$ cat src/rtl/spi_slave.sv
// -----------------------------------------------------------------------------
// spi_slave
//   Receives one 10-bit word per slave-select frame ({cmd[1:0], payload[7:0]},
//   MSB first, one MOSI bit per clk) and hands it to the memory stage with a
//   one-cycle rx_valid strobe.
//   On a read-data command, the slave waits for the memory stage to return a
//   byte on tx_data/tx_valid and then shifts it out on MISO, MSB first.
//
// Ports
//   clk       single clock, rising edge
//   rst       synchronous active-high reset
//   SS_n      slave select, active low; one word per low period
//   MOSI      serial data in
//   MISO      serial read data out (registered, 0 when not shifting)
//   rx_data   assembled word to the memory stage
//   rx_valid  one-cycle strobe qualifying rx_data
//   tx_data   read byte from the memory stage
//   tx_valid  strobe qualifying tx_data
// -----------------------------------------------------------------------------
module spi_slave (
  input  logic       clk,
  input  logic       rst,
  input  logic       SS_n,
  input  logic       MOSI,
  output logic       MISO,
  output logic [9:0] rx_data,
  output logic       rx_valid,
  input  logic [7:0] tx_data,
  input  logic       tx_valid
);

  localparam logic [3:0] LAST_CNT = 4'd9;   // bits held before bit 0 arrives
  localparam logic [3:0] DONE_CNT = 4'd10;  // saturated: word complete
  localparam logic [3:0] TX_BITS  = 4'd8;

  typedef enum logic [2:0] {
    IDLE,
    CHK_CMD,
    WRITE,
    READ_ADD,
    READ_DATA
  } state_t;

  state_t      state;
  logic [3:0]  bit_cnt;
  logic [8:0]  rx_shift;
  logic        rd_addr_flag;
  logic [7:0]  tx_shift;
  logic [3:0]  sh_cnt;

  always_ff @(posedge clk) begin
    if (rst) begin
      state        <= IDLE;
      bit_cnt      <= 4'd0;
      rx_shift     <= 9'd0;
      rx_data      <= 10'd0;
      rx_valid     <= 1'b0;
      rd_addr_flag <= 1'b0;
      tx_shift     <= 8'd0;
      sh_cnt       <= 4'd0;
      MISO         <= 1'b0;
    end else begin
      rx_valid <= 1'b0;

      // MISO shifter: sh_cnt counts the cycles the current byte still owns
      // MISO. Bit 7 is presented on the latch edge itself, so the last count
      // drives MISO back to 0.
      if (sh_cnt != 4'd0) begin
        sh_cnt   <= sh_cnt - 4'd1;
        MISO     <= (sh_cnt > 4'd1) ? tx_shift[7] : 1'b0;
        tx_shift <= {tx_shift[6:0], 1'b0};
      end else begin
        MISO <= 1'b0;
      end

      unique case (state)
        IDLE: begin
          bit_cnt <= 4'd0;
          if (!SS_n) state <= CHK_CMD;
        end

        CHK_CMD: begin
          if (SS_n) begin
            state   <= IDLE;
            bit_cnt <= 4'd0;
          end else begin
            rx_shift <= {rx_shift[7:0], MOSI};
            bit_cnt  <= 4'd1;
            if (!MOSI)             state <= WRITE;
            else if (rd_addr_flag) state <= READ_DATA;
            else                   state <= READ_ADD;
          end
        end

        WRITE, READ_ADD, READ_DATA: begin
          if (bit_cnt == LAST_CNT) begin
            // Bit 0 completes the word even if SS_n rises on this same edge.
            rx_data  <= {rx_shift, MOSI};
            rx_valid <= 1'b1;
            bit_cnt  <= DONE_CNT;
            if (state == READ_ADD)  rd_addr_flag <= 1'b1;
            if (state == READ_DATA) rd_addr_flag <= 1'b0;
            if (SS_n) begin
              state   <= IDLE;
              bit_cnt <= 4'd0;
            end
          end else if (SS_n) begin
            // Abort: drop the partial word and any byte in flight.
            state    <= IDLE;
            bit_cnt  <= 4'd0;
            sh_cnt   <= 4'd0;
            tx_shift <= 8'd0;
            MISO     <= 1'b0;
          end else if (bit_cnt != DONE_CNT) begin
            rx_shift <= {rx_shift[7:0], MOSI};
            bit_cnt  <= bit_cnt + 4'd1;
          end else if (state == READ_DATA && tx_valid && sh_cnt == 4'd0) begin
            MISO     <= tx_data[7];
            tx_shift <= {tx_data[6:0], 1'b0};
            sh_cnt   <= TX_BITS;
          end
        end

        default: begin
          state   <= IDLE;
          bit_cnt <= 4'd0;
        end
      endcase
    end
  end

endmodule

$ cat config.mk
export PLATFORM = sky130hd
export DESIGN_NAME = spi_slave
export DESIGN_NICKNAME = d
export VERILOG_FILES = /design/src/rtl/spi_slave.sv
export SDC_FILE = /design/constraint.sdc
export NUM_CORES = 1
export LEC_CHECK = 0
export CAP_MARGIN = 10
export CORE_MARGIN = 2
export CORE_UTILIZATION = 53
export CTS_CLUSTER_SIZE = 25
export DETAILED_ROUTE_END_ITERATION = 10
export PLACE_DENSITY = 0.74
export SETUP_SLACK_MARGIN = 0.15
export SYNTH_ARGS = -nofsm -noshare
export SYNTH_HDL_FRONTEND = slang
export SYNTH_SLANG_ARGS = --single-unit
$ cat constraint.sdc
create_clock -name clk -period 2.3 [get_ports clk]
set_input_delay 0.575 -clock clk [delete_from_list [all_inputs] [get_ports clk]]
set_output_delay 0.575 -clock clk [all_outputs]
set_load 0.02 [all_outputs]
==> key figures <==
STA
  – Hold WS: around 0.44 ns
  – Least-Margin Pin Slew: ~0.37 ns
  – Final Hold Viols: 0
  – Setup TNS Final: 0 ns
  – Endpoints failing setup: 0
  – Final period util: 81.63%
  – Rel. slew slack: 74.58%
  – Max Freq: 532.6 MHz
  – Final Slew Violations: 0
  – Tmin final: 1.878 ns
  – RSZ-0062 raised after global routing: false
  – Worst Skew: between 0.015 and 0.02 ns

Pwr
  – Peak VDD IR: 0.4985 mV
  – Pwr dens: between 700 and 800 mW/mm^2
  – Static Leak: 0.8472 nW

Global route
  – Total Routing Usage GR: 17.71%
  – Total grt overflow: 0
  – Vias in the first global route: 1251
  – First-pass GRT wire length: 5.526 mm
  – Initial antenna violation count: 0
  – Largest net degree at the start of global routing: 25

Clock network
  – CTS clk-pin slew, worst paths: 0.13 ns
  – Post-CTS sizing: 0
  – CTS Hold Bufs: 0
  – Post-CTS Setup Bufs: 0
  – Cts bufs inserted: 5
  – CTS tree: yes
  – Root Driver: clkbuf_4
  – Clock sink total: slightly above 40
  – Max Root-Sink Buffers: 2
  – H-tree depth: 2
  – Worst skew pair latency: around 0.35 ns

Detailed routing
  – Vias after detailed routing: 1299
  – Iteration-0 DRC Markers: 39
  – Antenna-violating nets left: 0
  – Total wire length: 3.065 mm
  – Drt via density: 5.155
  – DR WL/cell: 12.16 um
  – DR DRC count: 0
  – Detailed Routing Iterations Pass 1: 4

Yosys
  – Register area share after synthesis: 45.46%
  – Synth Flop Type: dfxtp_1
  – Post-Syn Instances: 178
  – Largest cells by area after synthesis: dfxtp_1 (45%), mux2i_1 (15%), nor2_1 (4.8%)
  – Net Count, Synth: between 150 and 200
  – Number of flops mapped to enable cells by yosys: 0
  – Post-synth ARST share: 0%
  – Post-synth top cells: dfxtp_1 (41), mux2i_1 (27), nor2_1 (23)
  – Flops & latches, synth: 41
  – Syn_area_per_cell: 10.14 um^2
  – Mapped cell area: roughly 0.0018 mm^2
  – Post-synth cell types: 37
  – Post-synthesis cell type with the largest combined area: dfxtp_1
  – Synth warn: 0
  – Top-count cell post-synth: dfxtp_1
  – Share of the synthesized area in the top cell type: 45.46%

Floorplanning
  – Row count: 21
  – Starting density of the core: 54.54%
  – Die H: 62.37 um
  – Core box area: 0.003311 mm^2
  – I/O pins: 25
  – Die area: 0.003889 mm^2
  – Die Span X: 62.37 um

Critical path
  – Startpoint Class: flip-flop
  – Crit path arrival time: 1.30 ns
  – CP Max Fanout: 2
  – Worst path slowest cell: clkdlybuf4s50_1
  – R2r setup slk: 0.47 ns
  – R2R Path Start: bit_cnt[1]
  – Reg-to-Reg End: tx_shift[2]
  – Buf/Inv on CP: 1
  – CP peak stage delay: 0.60 ns
  – Crit path kind: reg2out
  – CP delay by family, top: buffers and inverters
  – Worst r2r path cells: 6
  – Critical-path cell list: clkdlybuf4s50_1
  – Required time worst endpoint: 1.73 ns
  – Crit. End Element: output port

Finish
  – Final nets: roughly 220
  – Post-route cell area: 0.002181 mm^2
  – Layout cells sized above 1: between 8 and 9%
  – Fill cell count: 290
  – # diodes: 0
  – Area growth, synth to finish: 20.79%

Worst hold path
  – Hold path depth: 2
  – HP Class: reg2reg
  – Hold path endpoint: tx_shift[0]
  – Hold Crit Start: tx_shift[0]

Job
  – Max-cap violation count: 0

Placed design
  – DP HPWL: 2.236 mm
  – Buffers on Ports: 24
  – Placed cell area: 0.002092 mm^2
  – GP Congestion: 0.8095

Outcome
  – Status: complete, no violations
[area by class of cell]
class,instances,area [um^2],share of cell area (%)
inverter,7,26.28,1.205
tap,46,57.56,2.639
multi-input combinational,122,917.1,42.05
sequential,41,820.8,37.64
clock inverter,2,37.54,1.721
timing repair buffer,28,270.3,12.39
clock buffer,6,51.30,2.352
[how the worst max path moves through the flow]
| stage | startpoint | endpoint | slack, ns | cells after the start |
|---|---|---|---|---|
| 2_1_floorplan | bit_cnt[1] | tx_shift[1] | 0.69 | 7 |
| 3_3_place_gp | SS_n | tx_shift[4] | 0.26 | 5 |
| 3_5_place_dp | SS_n | tx_shift[2] | 0.18 | 5 |
| 4_1_cts | rx_data[3] | rx_data[3] | 0.40 | 1 |
| 5_1_grt | sh_cnt[1] | tx_shift[1] | 0.34 | 6 |
| 6_report | rx_data[9] | rx_data[9] | 0.42 | 1 |
[stage by stage]
stage                     worst slack [ns]  total power, W  util (%)  std cells
after floorplan                     0.6852        0.001053         -        178
after global placement              0.2567        0.001118     63.19        244
after detailed placement            0.1846        0.001134     63.19        244
after CTS                           0.4038        0.001623     65.87        252
after global routing                0.3433        0.001696     65.87        252
final                               0.4225        0.001609     65.87        252
[metal layers]
metal / GRT usage (%) / part of all wire [%] / up-vias
met4: 5.833 / 1.3 / 0
li1: - / - / 672
met2: 29.76 / 48 / 30
met1: 21.59 / 46 / 591
met5: 0 / 0 / -
met3: 5.616 / 4.5 / 6
[where the power goes]
part | switching (W) | leakage [nW] | total (W) | internal, W
Combinational | 0.000173 | 0.471 | 0.000341 | 0.000168
Sequential | 0.0000339 | 0.332 | 0.000777 | 0.000743
Clock | 0.000232 | 0.0445 | 0.000491 | 0.000258
Total | 0.000440 | 0.847 | 0.00161 | 0.00117
[flip-flops by register name, indices dropped and copies added (netlist names)]
name	flops
rx_data	10
tx_shift	8
state	3
rx_valid	1
MISO	1
rd_addr_flag	1
rx_shift	9
sh_cnt	4
bit_cnt	4
[cells by family after synthesis]
kind of cell / after synthesis / share of synthesized area [%]
buffers and inverters: 15 / 3.742
multiplexers: 27 / 14.97
XOR/XNOR: 4 / 1.940
AO/OA/AOI/OAI: 28 / 11.92
flip-flops: 41 / 45.46
AND/OR/NAND/NOR: 58 / 18.50
adder cells (fa/ha/maj): 5 / 3.465
[cell usage in the layout, fill, tap and decap left out, types with 2 or more instances in the layout]
| cell | synthesis | layout |
|---|---|---|
| nor2_1 | 23 | 23 |
| nand3_1 | 2 | 2 |
| o2bb2ai_1 | 7 | 7 |
| ha_1 | 5 | 5 |
| o21ai_1 | 2 | 2 |
| or3_1 | 3 | 3 |
| dfxtp_1 | 41 | 41 |
| clkdlybuf4s50_1 | 0 | 24 |
| mux2i_1 | 27 | 27 |
| xnor2_1 | 4 | 4 |
| nor3b_4 | 2 | 2 |
| inv_1 | 7 | 7 |
| buf_4 | 2 | 4 |
| a211oi_1 | 2 | 2 |
| and3b_1 | 2 | 2 |
| a21oi_1 | 8 | 8 |
| nand2b_1 | 11 | 11 |
| nor3_1 | 2 | 2 |
| clkbuf_4 | 0 | 5 |
| nand2_1 | 5 | 5 |
No activity file was read; power rests on OpenSTA's default activity.
